==> config.mk <==
export PLATFORM = sky130hd
export DESIGN_NAME = periph_arbiter
export DESIGN_NICKNAME = d
export VERILOG_FILES = /design/src/rtl/periph_arbiter.sv
export SDC_FILE = /design/constraint.sdc
export NUM_CORES = 1
export LEC_CHECK = 0
export BUFFER_PORTS_ARGS = -buffer_cell sky130_fd_sc_hd__buf_2
export CORE_MARGIN = 2
export CORE_UTILIZATION = 40
export DETAILED_ROUTE_END_ITERATION = 12
export GPL_TIMING_DRIVEN = 0
export PLACE_DENSITY = 0.76
export REMOVE_ABC_BUFFERS = 1
export SYNTH_ARGS = -nofsm -noshare
export SYNTH_HDL_FRONTEND = slang
export SYNTH_SLANG_ARGS = --single-unit
==> constraint.sdc <==
create_clock -name clk -period 1.81 [get_ports clk]
set_clock_uncertainty 0.2 [all_clocks]
set_input_delay 0 -clock clk [delete_from_list [all_inputs] [get_ports clk]]
set_output_delay 0 -clock clk [all_outputs]
set_load 0.005 [all_outputs]
==> src/rtl/periph_arbiter.sv <==
// Two-master round-robin arbiter and sequencer for the peripheral bus.
// Runs one registered access per grant, decodes chip selects, and returns read data with an ack.
module periph_arbiter #(
  parameter int AW = 12,
  parameter int DW = 16
) (
  input  logic          clk,
  input  logic          rst_n,
  input  logic          m0_req,
  input  logic          m1_req,
  input  logic [AW-1:0] m0_addr,
  input  logic [AW-1:0] m1_addr,
  input  logic [DW-1:0] m0_wdata,
  input  logic [DW-1:0] m1_wdata,
  input  logic          m0_rdwr,
  input  logic          m1_rdwr,
  output logic          m0_ack,
  output logic          m1_ack,
  output logic [DW-1:0] m0_rdata,
  output logic [DW-1:0] m1_rdata,
  output logic [AW-1:0] bus_addr,
  output logic [DW-1:0] bus_wdata,
  output logic          bus_rdwr,
  output logic          bus_en,
  output logic          cs_boot,
  output logic          cs_timer,
  output logic          cs_pwm,
  output logic          cs_spi,
  input  logic [DW-1:0] boot_din,
  input  logic [7:0]    spi_din
);

  typedef enum logic [1:0] {IDLE, ACCESS, DONE} state_t;

  state_t        state_q, state_d;
  logic          last_q;
  logic          grant;
  logic          winner;
  logic          sel_boot, sel_timer, sel_pwm, sel_spi;
  logic [DW-1:0] rdata_mux;

  // last_q doubles as the owner of the access in flight.
  always_comb begin
    state_d = state_q;
    grant   = 1'b0;
    winner  = last_q;
    case (state_q)
      IDLE: begin
        if (m0_req || m1_req) begin
          grant   = 1'b1;
          winner  = (m0_req && m1_req) ? ~last_q : m1_req;
          state_d = ACCESS;
        end
      end
      ACCESS: state_d = DONE;
      DONE: begin
        if (last_q ? m0_req : m1_req) begin
          grant   = 1'b1;
          winner  = ~last_q;
          state_d = ACCESS;
        end else begin
          state_d = IDLE;
        end
      end
      default: state_d = IDLE;
    endcase
  end

  always_ff @(posedge clk or negedge rst_n) begin
    if (!rst_n) begin
      state_q <= IDLE;
      last_q  <= 1'b1;
    end else begin
      state_q <= state_d;
      if (grant) last_q <= winner;
    end
  end

  always_ff @(posedge clk or negedge rst_n) begin
    if (!rst_n) begin
      bus_addr  <= '0;
      bus_wdata <= '0;
      bus_rdwr  <= 1'b0;
    end else if (grant) begin
      bus_addr  <= winner ? m1_addr  : m0_addr;
      bus_wdata <= winner ? m1_wdata : m0_wdata;
      bus_rdwr  <= winner ? m1_rdwr  : m0_rdwr;
    end
  end

  assign sel_spi   = |bus_addr[11:7];
  assign sel_pwm   = (bus_addr[11:7] == 5'd0) && bus_addr[6];
  assign sel_timer = (bus_addr[11:6] == 6'd0) && bus_addr[5];
  assign sel_boot  = (bus_addr[11:5] == 7'd0);

  assign bus_en   = (state_q == ACCESS);
  assign cs_boot  = bus_en && sel_boot;
  assign cs_timer = bus_en && sel_timer;
  assign cs_pwm   = bus_en && sel_pwm;
  assign cs_spi   = bus_en && sel_spi;

  assign rdata_mux = sel_spi ? {{(DW-8){1'b0}}, spi_din} : boot_din;

  // Peripheral data is taken at the edge that enters DONE so rdata lands together with the ack.
  always_ff @(posedge clk or negedge rst_n) begin
    if (!rst_n) begin
      m0_ack   <= 1'b0;
      m1_ack   <= 1'b0;
      m0_rdata <= '0;
      m1_rdata <= '0;
    end else begin
      m0_ack <= (state_q == ACCESS) && !last_q;
      m1_ack <= (state_q == ACCESS) && last_q;
      if ((state_q == ACCESS) && !last_q) m0_rdata <= rdata_mux;
      if ((state_q == ACCESS) && last_q)  m1_rdata <= rdata_mux;
    end
  end

endmodule

==> results.cfg <==
[status]
outcome = finished with violations
failed_checks = negative setup slack

[sta]
relSlewSlack_pct = 45.5
setup_tns_ps = -4600
fin_crit_sh_pct = 114
finalHoldViolations = 0
rsz0062_at_grt = yes
setup_viol = 35
worst_pin_slew_ps = 818
slew_viol_final = 0
fin_ws_ps = -247
period_needed_ps = 2060
max_freq_mhz = 486

[cells_and_area]
drive_gt1_share_pct = 40.9
n_antenna_cell = 0
nNetsFinal = 612
area_growth_pct = 79.9
num-fill-cells = 446
finalNonFillerCells = 627

[worst_setup_path]
cp_slowest_cell = or4_4
startpoint_type = flop
required_ps = 1610
cp-startpoint = bus_addr[11]$_DFFE_PN0P_
r2r_start = bus_addr[11]$_DFFE_PN0P_
worst-path-max-fanout = 4
critPathCapture = cs_pwm
cpPeakStageDelay_ps = 580
r2r_slack_ps = -220
cp_common_cell = buf_6
timing.rr.end = m1_rdata[0]$_DFFE_PN0P_
critPathKind = flop to output port
reg2reg_depth = 5
critical_path_arrival_ps = 1860
path_cells = or4_4 > nor2_8 > buf_6 > and3_4 > buf_6
critPathCaptureType = output port

[detailed_routing]
dr.pass1.iters = 4
drtIter0Drc = 86
wirelength_um = 10100
dr_total_vias = 3057
drt.antenna.violating_nets = 0
viasPerCell = 4.88
detail_route.wl_per_cell_um = 16.1
route.detailed.drc = 0

[clocking]
cts_max_level = 3
cts_tree = yes
cts_buffers = 9
root_buffer = clkbuf_8
insertion_delay_ps = 330
cts_buffer_depth = 2
clock-sinks = 66
clk_pin_slew_ps = 70

[global_routing]
grtUsageTotal_pct = 24.7
overflow = 0
grt_max_degree = 67
grt_pass1_vias = 3166
antenna_found_initial = 0
grt_pass1_wl_um = 14600

[floorplanning]
dieArea_um2 = 7690
ioPinCount = 154
core_area_um2 = 6790
initial_core_util_pct = 41.2
die_w_um = 87.7
rows = 30
die_y_um = 87.7

[job]
max_cap_violations = 0

[placement]
port_buffers = 153
gp_congestion = 0.736
dp_cells = 507
dp_slack_ps = -273
dp_hpwl_um = 4660

[min_path]
hold_class = input pin to async pin

[synth]
ys.warnings.count = 0
syn_area_um2 = 2800
yosysSeqAreaShare_pct = 59.0
synth_seq_cells = 66
synth_cell_type_count = 21
avgSynthCellArea_um2 = 10.3
synthCells = 272

[power_and_ir_drop]
peakVddDrop_v = 0.000843
power_leakage_nw = 2.55
cellPowerDensity_nw_per_um2 = 1480
-- stage by stage --
| step | hold slack [ps] | utilization (%) | cell area, µm² | total power [mW] |
|---|---|---|---|---|
| 2_1_floorplan | -496 | - | 2730 | 4.07 |
| 6_report | 161 | 74.1 | 5040 | 7.47 |
| 4_1_cts | 138 | 71.4 | 4850 | 6.88 |
| 3_3_place_gp | 66.8 | 53.2 | 3610 | 5.06 |
| 3_5_place_dp | -65.5 | 54.3 | 3690 | 5.41 |
| 5_1_grt | 220 | 74.1 | 5040 | 7.99 |
-- placed cells by master, fill, tap and decap left out, types with 3 or more instances in the layout --
cell type / netlist / final
buf_12: 0 / 3
buf_2: 5 / 151
buf_4: 0 / 13
buf_6: 1 / 5
clkbuf_8: 0 / 11
clkinv_2: 0 / 3
dfrtp_1: 65 / 65
dlygate4sd3_1: 0 / 85
inv_1: 7 / 7
mux2i_1: 37 / 22
mux2i_2: 0 / 12
mux2i_4: 0 / 3
nand2_1: 72 / 69
nand2_2: 0 / 3
o21ai_0: 29 / 19
o21ai_1: 32 / 40
-- synthesized netlist by cell type --
master,instances,area (µm²)
and3_1,1,6.26
nor3b_1,1,7.51
o221ai_1,1,8.76
inv_1,7,26.3
or4_4,1,11.3
clkbuf_1,10,37.5
dfstp_2,1,26.3
buf_2,5,25.0
nor2_8,1,20.0
buf_6,1,11.3
nor3_1,1,5.00
o21ai_0,29,145
dfrtp_1,65,1630
o21ai_1,32,160
nand2b_1,3,18.8
nor2b_1,1,6.26
mux2i_1,37,370
o22ai_1,1,6.26
a21boi_0,1,7.51
nor2_1,1,3.75
nand2_1,72,270
-- worst min path at each step --
stage / startpoint / endpoint / slack [ps] / cells after the start
2_1_floorplan: rst_n / bus_addr[0]$_DFFE_PN0P_ / -500 / 0
3_3_place_gp: boot_din[9] / m0_rdata[9]$_DFFE_PN0P_ / 70 / 3
3_5_place_dp: rst_n / m1_rdata[0]$_DFFE_PN0P_ / -70 / 1
4_1_cts: rst_n / m0_rdata[10]$_DFFE_PN0P_ / 140 / 2
5_1_grt: rst_n / m0_rdata[0]$_DFFE_PN0P_ / 220 / 2
6_report: rst_n / m0_rdata[13]$_DFFE_PN0P_ / 160 / 2
-- report_power, final --
group | total [mW] | switching [mW] | leakage [nW] | internal, mW
clock | 1.08 | 0.516 | 0.0932 | 0.566
sequential | 2.64 | 0.437 | 0.833 | 2.20
combinational | 3.76 | 1.87 | 1.62 | 1.88
-- timing repair --
item / 4_1_cts / 5_1_grt
endpoints found under the setup margin: 61 / 55
setup buffers: 11 / 5
resized for setup: 14 / 27
gates cloned: 0 / 3
pin swaps: 6 / 2
endpoints found under the hold margin: 127 / 0
hold buffers: 85 / 0
-- critical path: cells and delay by family, from the launching register on --
kind / cells / cell delay [ps]
simple gates: 3 / 920
buf+inv: 2 / 220
flops: 1 / 400
-- cells by family (layout without fill, tap and decap cells) --
| group | after synthesis | in the layout | synth area share [%] |
|---|---|---|---|
| simple gates | 82 | 82 | 12.5 |
| compound gates | 64 | 64 | 11.7 |
| mux | 37 | 37 | 13.2 |
| flops | 66 | 66 | 59.0 |
| buf+inv | 23 | 282 | 3.57 |
-- registers in the layout (all words and copies together) (netlist names), named ones only --
name	cells
bus_wdata	16
m0_rdata	16
m1_rdata	16
bus_addr	12
state_q	2
bus_rdwr	1
m0_ack	1
m1_ack	1
-- final cells by class --
class	instances	area, µm²	share of cell area (%)
multi-input combinational	183	1190	23.7
clock inverter	3	15.0	0.298
clock buffer	13	159	3.15
sequential	66	1650	32.8
inverter	7	26.3	0.522
timing repair buffer	259	1870	37.1
tap	96	120	2.38
-- per-layer routing --
metal | part of all wire [%] | GRT usage [%]
met5 | 0 | 0
met3 | 9.1 | 6.60
met2 | 48 | 40.3
met1 | 41 | 30.9
met4 | 2.0 | 10.6
No activity file was read; power rests on OpenSTA's default activity.
